--- src/rtl/reset_seq_ctrl.sv ---
// Reset sequencer: synchronizes arst_n release into dclk, then releases NUM_DOM
// reset domains in ascending order with a programmable gap; supports software re-reset.
module reset_seq_ctrl #(
    parameter int NUM_DOM = 4,
    parameter int CNT_W   = 8
) (
    input  logic               dclk,
    input  logic               arst_n,
    input  logic               scan_mode,
    input  logic [CNT_W-1:0]   cfg_gap,
    input  logic               sw_rst_req,
    input  logic [NUM_DOM-1:0] sw_rst_mask,
    output logic               sw_rst_ack,
    output logic [NUM_DOM-1:0] rst_n,
    output logic               seq_done,
    output logic               busy
);

    localparam int IDX_W = (NUM_DOM > 1) ? $clog2(NUM_DOM) : 1;

    typedef enum logic [1:0] {SYNC, HOLD, RUN, DONE} state_t;

    state_t             state_q, state_d;
    logic               sync_s1, sync_s2;
    logic [CNT_W-1:0]   cnt_q, cnt_d;
    logic [CNT_W-1:0]   gap_q, gap_d;
    logic [IDX_W-1:0]   idx_q, idx_d;
    logic [NUM_DOM-1:0] mask_q, mask_d;
    logic [NUM_DOM-1:0] rst_q, rst_d;
    logic               done_q, done_d;
    logic               busy_q, busy_d;
    logic               ack_q, ack_d;
    logic               sw_seq_q, sw_seq_d;

    logic [CNT_W-1:0]   gap_eff;
    logic               cnt_zero;
    logic               is_last;

    // Lowest set bit of m strictly above position from.
    function automatic logic [IDX_W-1:0] next_above(input logic [NUM_DOM-1:0] m,
                                                    input logic [IDX_W-1:0]   from);
        logic [IDX_W-1:0] r;
        r = '0;
        for (int i = NUM_DOM - 1; i >= 0; i--) begin
            if (m[i] && (i > int'(from))) r = IDX_W'(i);
        end
        return r;
    endfunction

    function automatic logic has_above(input logic [NUM_DOM-1:0] m,
                                       input logic [IDX_W-1:0]   from);
        logic r;
        r = 1'b0;
        for (int i = 0; i < NUM_DOM; i++) begin
            if (m[i] && (i > int'(from))) r = 1'b1;
        end
        return r;
    endfunction

    function automatic logic [IDX_W-1:0] lowest_set(input logic [NUM_DOM-1:0] m);
        logic [IDX_W-1:0] r;
        r = '0;
        for (int i = NUM_DOM - 1; i >= 0; i--) begin
            if (m[i]) r = IDX_W'(i);
        end
        return r;
    endfunction

    assign gap_eff  = (cfg_gap == '0) ? CNT_W'(1) : cfg_gap;
    assign cnt_zero = (cnt_q == '0);
    assign is_last  = !has_above(mask_q, idx_q);

    // State and datapath registers; every flop, synchronizer included, clears on arst_n.
    // NOTE: sequential state uses non-blocking assignments so all flops update from
    // pre-edge values, independent of statement order.
    always_ff @(posedge dclk or negedge arst_n) begin
        if (!arst_n) begin
            state_q  <= SYNC;
            sync_s1  <= 1'b0;
            sync_s2  <= 1'b0;
            cnt_q    <= '0;
            gap_q    <= CNT_W'(1);
            idx_q    <= '0;
            mask_q   <= '1;
            rst_q    <= '0;
            done_q   <= 1'b0;
            busy_q   <= 1'b1;
            ack_q    <= 1'b0;
            sw_seq_q <= 1'b0;
        end else begin
            state_q  <= state_d;
            sync_s1  <= 1'b1;
            sync_s2  <= sync_s1;
            cnt_q    <= cnt_d;
            gap_q    <= gap_d;
            idx_q    <= idx_d;
            mask_q   <= mask_d;
            rst_q    <= rst_d;
            done_q   <= done_d;
            busy_q   <= busy_d;
            ack_q    <= ack_d;
            sw_seq_q <= sw_seq_d;
        end
    end

    // Next-state logic.
    // NOTE: every combinational output gets a default before the case so no path
    // leaves it unassigned, which would otherwise infer a latch.
    always_comb begin
        state_d = state_q;
        case (state_q)
            SYNC: if (sync_s2) state_d = RUN;
            HOLD: if (cnt_zero) state_d = RUN;
            RUN:  if (cnt_zero && is_last) state_d = DONE;
            DONE: if (sw_rst_req && (sw_rst_mask != '0)) state_d = HOLD;
            default: state_d = SYNC;
        endcase
    end

    // Datapath and registered-output next values.
    always_comb begin
        cnt_d    = cnt_q;
        gap_d    = gap_q;
        idx_d    = idx_q;
        mask_d   = mask_q;
        rst_d    = rst_q;
        done_d   = done_q;
        busy_d   = busy_q;
        ack_d    = 1'b0;
        sw_seq_d = sw_seq_q;
        case (state_q)
            SYNC: begin
                if (sync_s2) begin
                    gap_d    = gap_eff;
                    cnt_d    = gap_eff - CNT_W'(1);
                    idx_d    = '0;
                    mask_d   = '1;
                    sw_seq_d = 1'b0;
                end
            end
            HOLD: begin
                cnt_d = cnt_zero ? (gap_q - CNT_W'(1)) : (cnt_q - CNT_W'(1));
            end
            RUN: begin
                if (!cnt_zero) begin
                    cnt_d = cnt_q - CNT_W'(1);
                end else begin
                    rst_d[idx_q] = 1'b1;
                    if (is_last) begin
                        done_d = 1'b1;
                        busy_d = 1'b0;
                        ack_d  = sw_seq_q;
                    end else begin
                        // Unmasked domains are jumped over without spending a gap.
                        idx_d = next_above(mask_q, idx_q);
                        cnt_d = gap_q - CNT_W'(1);
                    end
                end
            end
            DONE: begin
                if (sw_rst_req) begin
                    if (sw_rst_mask != '0) begin
                        mask_d   = sw_rst_mask;
                        rst_d    = rst_q & ~sw_rst_mask;
                        busy_d   = 1'b1;
                        done_d   = 1'b0;
                        gap_d    = gap_eff;
                        cnt_d    = gap_eff - CNT_W'(1);
                        idx_d    = lowest_set(sw_rst_mask);
                        sw_seq_d = 1'b1;
                    end else begin
                        ack_d = 1'b1;
                    end
                end
            end
            default: ;
        endcase
    end

    // Scan mode bypasses the sequencer so test logic sees arst_n directly.
    assign rst_n      = scan_mode ? {NUM_DOM{arst_n}} : rst_q;
    assign seq_done   = done_q;
    assign busy       = busy_q;
    assign sw_rst_ack = ack_q;

endmodule

--- config.mk ---
export PLATFORM = sky130hd
export DESIGN_NAME = reset_seq_ctrl
export DESIGN_NICKNAME = d
export VERILOG_FILES = /design/src/rtl/reset_seq_ctrl.sv
export SDC_FILE = /design/constraint.sdc
export NUM_CORES = 1
export LEC_CHECK = 0
export ABC_CLOCK_PERIOD_IN_PS = 4110
export CAP_MARGIN = 40
export CORE_AREA = 2 2 66 68
export CTS_BUF_LIST = sky130_fd_sc_hd__clkbuf_16
export CTS_CLUSTER_DIAMETER = 80
export DETAILED_ROUTE_END_ITERATION = 7
export DIE_AREA = 0 0 68 70
export PLACE_DENSITY_LB_ADDON = 0.12
export RECOVER_POWER = 100
export SETUP_SLACK_MARGIN = 0.1
export SYNTH_ARGS = -nofsm -noshare
export SYNTH_HDL_FRONTEND = slang
export SYNTH_SLANG_ARGS = --single-unit
--- constraint.sdc ---
create_clock -name dclk -period 4.11 [get_ports dclk]
set_input_delay 0.411 -clock dclk [delete_from_list [all_inputs] [get_ports dclk]]
set_output_delay 0.411 -clock dclk [all_outputs]
set_load 0.02 [all_outputs]
Word level (Yosys, flattened, before mapping). Cells that the tools add are included.

Add/subtract/negate cells: 3. Multiply operators: 0. Div/mod/pow operators: 0. Order comparisons: 5. Equal/unequal tests: 13. Shift operators: 0. Muxes and demuxes: 61. Bitwise gates (word level): 3. Reduce and logical (&&, ||, !) cells: 20.

Operators with widths (number): $mux 8 (10); $mux 2 (16); $pmux 8 s4 (1); $mux 4 (7); $sub 8x1->8 const B (3); $ne 2x2->1 const B (9); $mux 1 (17); $logic_not 8->1 (2); $pmux 4 s2 (2); $pmux 8 s2 (1); $reduce_and 4->1 (4); $pmux 1 s2 (4); $pmux 2 s4 (1); $logic_and 1x1->1 (6); $pmux 2 s3 (1); $reduce_and 6->1 (1); $reduce_and 5->1 (1); $and 4x4->4 (1); $eq 2x2->1 const B (2); $gt 2x2->1 const A (2); $not 4->4 (1); $or 4x4->4 (1); $reduce_bool 2->1 (2); $reduce_bool 4->1 (1); 9 further kinds (9).

Flip-flop bits (word level): 34. Bits in latches: 0. RAM bits: 0. Bits in read-only memories: 0. Output and inout bits: 7. Memories kept: 0.

Longest topological paths before layout.
Depth in word-level cells: 9. Mapped depth: 12. Gate-level depth less buffers: 11.

Worst setup path before layout. Ideal clock, no wire load.

Path type: flip-flop to flip-flop. Start: register state_q[0]. End: register cnt_q[4]. Setup time: 0.118 ns. Arrival time: 2.084 ns. Slack: 1.907 ns. Cell stages (with the launch flop): 13. Path buffers: 2. Clock period less this slack: 2.203 ns. Cell sequence: dfrtp_1 -> inv_1 -> ha_1 -> buf_4 -> clkbuf_1 -> nand2_1 -> o21ai_2 -> inv_1 -> ha_1 -> inv_1 -> a2bb2oi_1 -> a21oi_1 -> a21o_1.

Cells in the longest elaborated chain, start to end: 3. Elaborated cells on any way between the ends: 10.

Ends and longest elaborated chain: start: declaration (line 23) `state_t state_q, state_d;`; start signal: assignment (line 91) `state_q <= state_d;`; $eq 2x2->1 / $logic_not 2->1 (equally long branches) (line 131) `case (state_q)`; $ne 3x3->1 (no line) / $ne 2x2->1 (equally long branches); $reduce_and 4->1 (no line); end signal: assignment (line 94) `cnt_q <= cnt_d;`; end: declaration (line 25) `logic [CNT_W-1:0] cnt_q, cnt_d;`.

Several ways; a longest one is shown, not always the timed one. A chain may end at the register's enable or synchronous reset.

Worst setup path after layout.
Start: register cnt_q[5]. End: register cnt_q[4].

Cells in the longest elaborated chain, start to end: 3. Elaborated cells on any way between the ends: 6.

Ends and longest elaborated chain: $logic_not 8->1 * (line 70) `assign cnt_zero = (cnt_q == '0);`; $ne 3x3->1 (no line) (tied with other cells); $reduce_and 4->1 (no line) / $pmux 8 s4 (equally long branches).

Mark *: on every way between the ends. The rest lies on a longest branch, timed or not.

==> flow_metrics.env <==
export IMPL_setup_viol=0
export IMPL_drive_gt1_share_pct=12.3
export IMPL_insertion_delay_ps=270
export IMPL_syn_nets=230
export IMPL_cts_max_level=2
export IMPL_fmax_mhz=339
export IMPL_grt_ovfl_total=0
export IMPL_cts_sinks=33
export IMPL_gp_congestion=0.846
export IMPL_period_needed_ps=2950
export IMPL_grt_pass1_vias=1629
export IMPL_seqPwrFrac_pct=31.9
export IMPL_worst_path_largest_cell_delay_ps=920
export IMPL_wirelength_um=4330
export IMPL_hp_class="register to register"
export IMPL_holdBufCountCts=0
export IMPL_crit_arrival_ps=3110
export IMPL_layout_common_cells="dfrtp_1 (28), o21ai_0 (26), nand2_1 (22), inv_1 (18), a21oi_1 (18)"
export IMPL_worst_slew_pin_transition_ps=1070
export IMPL_grt_start_max_net_pins=35
export IMPL_synth_edff_count=0
export IMPL_dr_pass1_iters=4
export IMPL_period_share_pct=71.8
export IMPL_std_cell_rows=24
export IMPL_power_density_nw_per_um2=854
export IMPL_netSwitchingPower_uw=816
export IMPL_final_common_cell="dfrtp_1"
export IMPL_cp_buffers_inverters=2
export IMPL_vias=1603
export IMPL_crit_path_start_kind="register"
export IMPL_synth_warnings=0
export IMPL_async_reset_ff_share_pct=100
export IMPL_fin_skew_ps=3.16
export IMPL_yosys_cell_types_count=45
export IMPL_wl_per_cell_um=15.1
export IMPL_cts_root_buffer="clkbuf_16"
export IMPL_die_width_um=68
export IMPL_power_internal_uw=1160
export IMPL_cp_required_ps=4270
export IMPL_fp_coreArea_um2=4140
export IMPL_outcome="completed"
export IMPL_finalHoldViolCount=0
export IMPL_clkPwrFrac_pct=17.0
export IMPL_ys_seq_area_share_pct=43.0
export IMPL_die_y_um=70
export IMPL_ys_seq_elements=33
export IMPL_syn2layout_area_growth_pct=19.6
export IMPL_cts_buffers=5
export IMPL_rsz0062_at_grt="no"
export IMPL_dieArea_um2=4760
export IMPL_crit_path_end_kind="register"
export IMPL_clockBufferDepth=2
export IMPL_cts_resized=0
export IMPL_cts_setup_buffers=0
export IMPL_place_hpwl_um=3280
export IMPL_first_iter_violations=86
export IMPL_syn_area_um2=1930
export IMPL_timing_setup_tns_ps=0
export IMPL_antenna_found_initial=0
export IMPL_ant_nets=0
export IMPL_io_pins=23
export IMPL_drt_vias_per_instance=5.59
export IMPL_fin_area_um2=2310
export IMPL_antenna_cells=0
export IMPL_cts_tree="built"
export IMPL_synth_area_per_cell_um2=9.30
export IMPL_drv_cap=0
export IMPL_path_max_fanout=7
export IMPL_numPortBuffers=22
export IMPL_path_class="register to register"
export IMPL_slew_viol_final=0
export IMPL_initial_utilization_pct=46.7
export IMPL_syn_inst=208
export IMPL_grt_pass1_wl_um=7510
export IMPL_combPwrFrac_pct=51.1
export IMPL_cp_top_family="compound AO/OA/AOI/OAI gates"
export IMPL_p_sw_share_pct=41.3
export IMPL_relSlewSlack_pct=28.0
export IMPL_nets=256
export IMPL_synth_flop_cell="dfrtp_1"
export IMPL_peakVddDrop_mv=0.321
export IMPL_track_usage_pct=20.6
export IMPL_path_clk_slew_ps=50
export IMPL_cp_slowest_cell="nor4_1"
export IMPL_p_leak_uw=0.00101
export IMPL_placed_cell_area_um2=2210
export IMPL_cp_cell_sequence="nor4_1, a311oi_1, a21oi_1, inv_1, ha_1, inv_1, a2bb2oi_1, a21oi_1, a21o_1"
export IMPL_drc=0
[power groups by stage]
stage	clock network [µW]	logic [µW]	registers, µW
finish	336	1010	631
global route	366	1160	650
CTS	349	1050	642
detailed placement	0	1040	645
global placement	0	996	639
floorplan	0	817	613
[cell type report]
class | count | area [µm²]
fill | 388 | 1830
multi-input combinational | 154 | 985
tap | 52 | 65.1
inverter | 15 | 56.3
clock buffer | 5 | 125
sequential | 33 | 832
clock inverter | 3 | 11.3
timing repair buffer | 25 | 239
[per-stage QoR]
stage | std cells | hold WS (ps) | utilization [%] | setup WS [ps] | total power (µW)
5_1_grt | 287 | 361 | 55.8 | 869 | 2170
6_report | 287 | 356 | 55.8 | 1160 | 1980
3_5_place_dp | 279 | 356 | 53.4 | 1430 | 1690
3_3_place_gp | 277 | 332 | 53.0 | 1440 | 1630
2_1_floorplan | 208 | 115 | - | 1910 | 1430
4_1_cts | 287 | 366 | 56.7 | 1420 | 2040
[state kept, by name, indices dropped and copies added, names as in the netlist, 2 cells and up]
register / flops
cnt_q: 8
gap_q: 8
rst_q: 4
mask_q: 3
idx_q: 2
state_q: 2
[path summary, 6_finish.rpt]
path	to	cells past startpoint	startpoint	slack [ps]
max in group asynchronous	busy	2	arst_n	3150
min in group asynchronous	idx_q[1]	2	arst_n	620
min reg2reg	sync_s2	0	sync_s1	360
max reg2reg	cnt_q[4]	9	cnt_q[5]	1160
max	cnt_q[4]	9	cnt_q[5]	1160
min	sync_s2	0	sync_s1	360
[layer usage]
| metal | wire (µm) | share of wire [%] | track usage, % | vias up |
|---|---|---|---|---|
| li1 | - | - | - | 795 |
| met3 | 144 | 3.3 | 4.35 | 4 |
| met1 | 1900 | 44 | 26.9 | 773 |
| met4 | 40 | 0.92 | 4.44 | 0 |
| met2 | 2250 | 52 | 34.7 | 31 |
| met5 | 0 | 0 | 0 | - |
[synthesized netlist by cell type (2+ instances only)]
cell type   n  area [µm²]
a211o_1     2        17.5
a21o_1      2        15.0
a21oi_1    17        85.1
a31oi_1     5        31.3
buf_2       3        15.0
clkbuf_1    2        7.51
dfrtp_1    28         701
dfstp_2     5         131
ha_1        6        75.1
inv_1      15        56.3
mux2_2     10         113
mux2i_1     3        30.0
nand2_1    22        82.6
nand2b_1    3        18.8
nor2_1     16        60.1
nor3_1      7        35.0
nor4_1      2        12.5
nor4_4      2        42.5
o21ai_0    24         120
o21ai_1     3        15.0
o21ai_2     2        17.5
o22a_1      3        26.3
o31a_1      2        17.5
xnor2_1     3        26.3
[logic make-up after synthesis]
kind of cell | Yosys count | synth area share (%)
multiplexers | 14 | 8.15
other | 1 | 0.194
buffers and inverters | 21 | 4.46
AND/OR/NAND/NOR | 59 | 15.8
XOR/XNOR | 3 | 1.36
flip-flops | 33 | 43.0
AO/OA/AOI/OAI | 71 | 23.2
adder cells (fa/ha/maj) | 6 | 3.88
(Power assumes the default switching activity.)
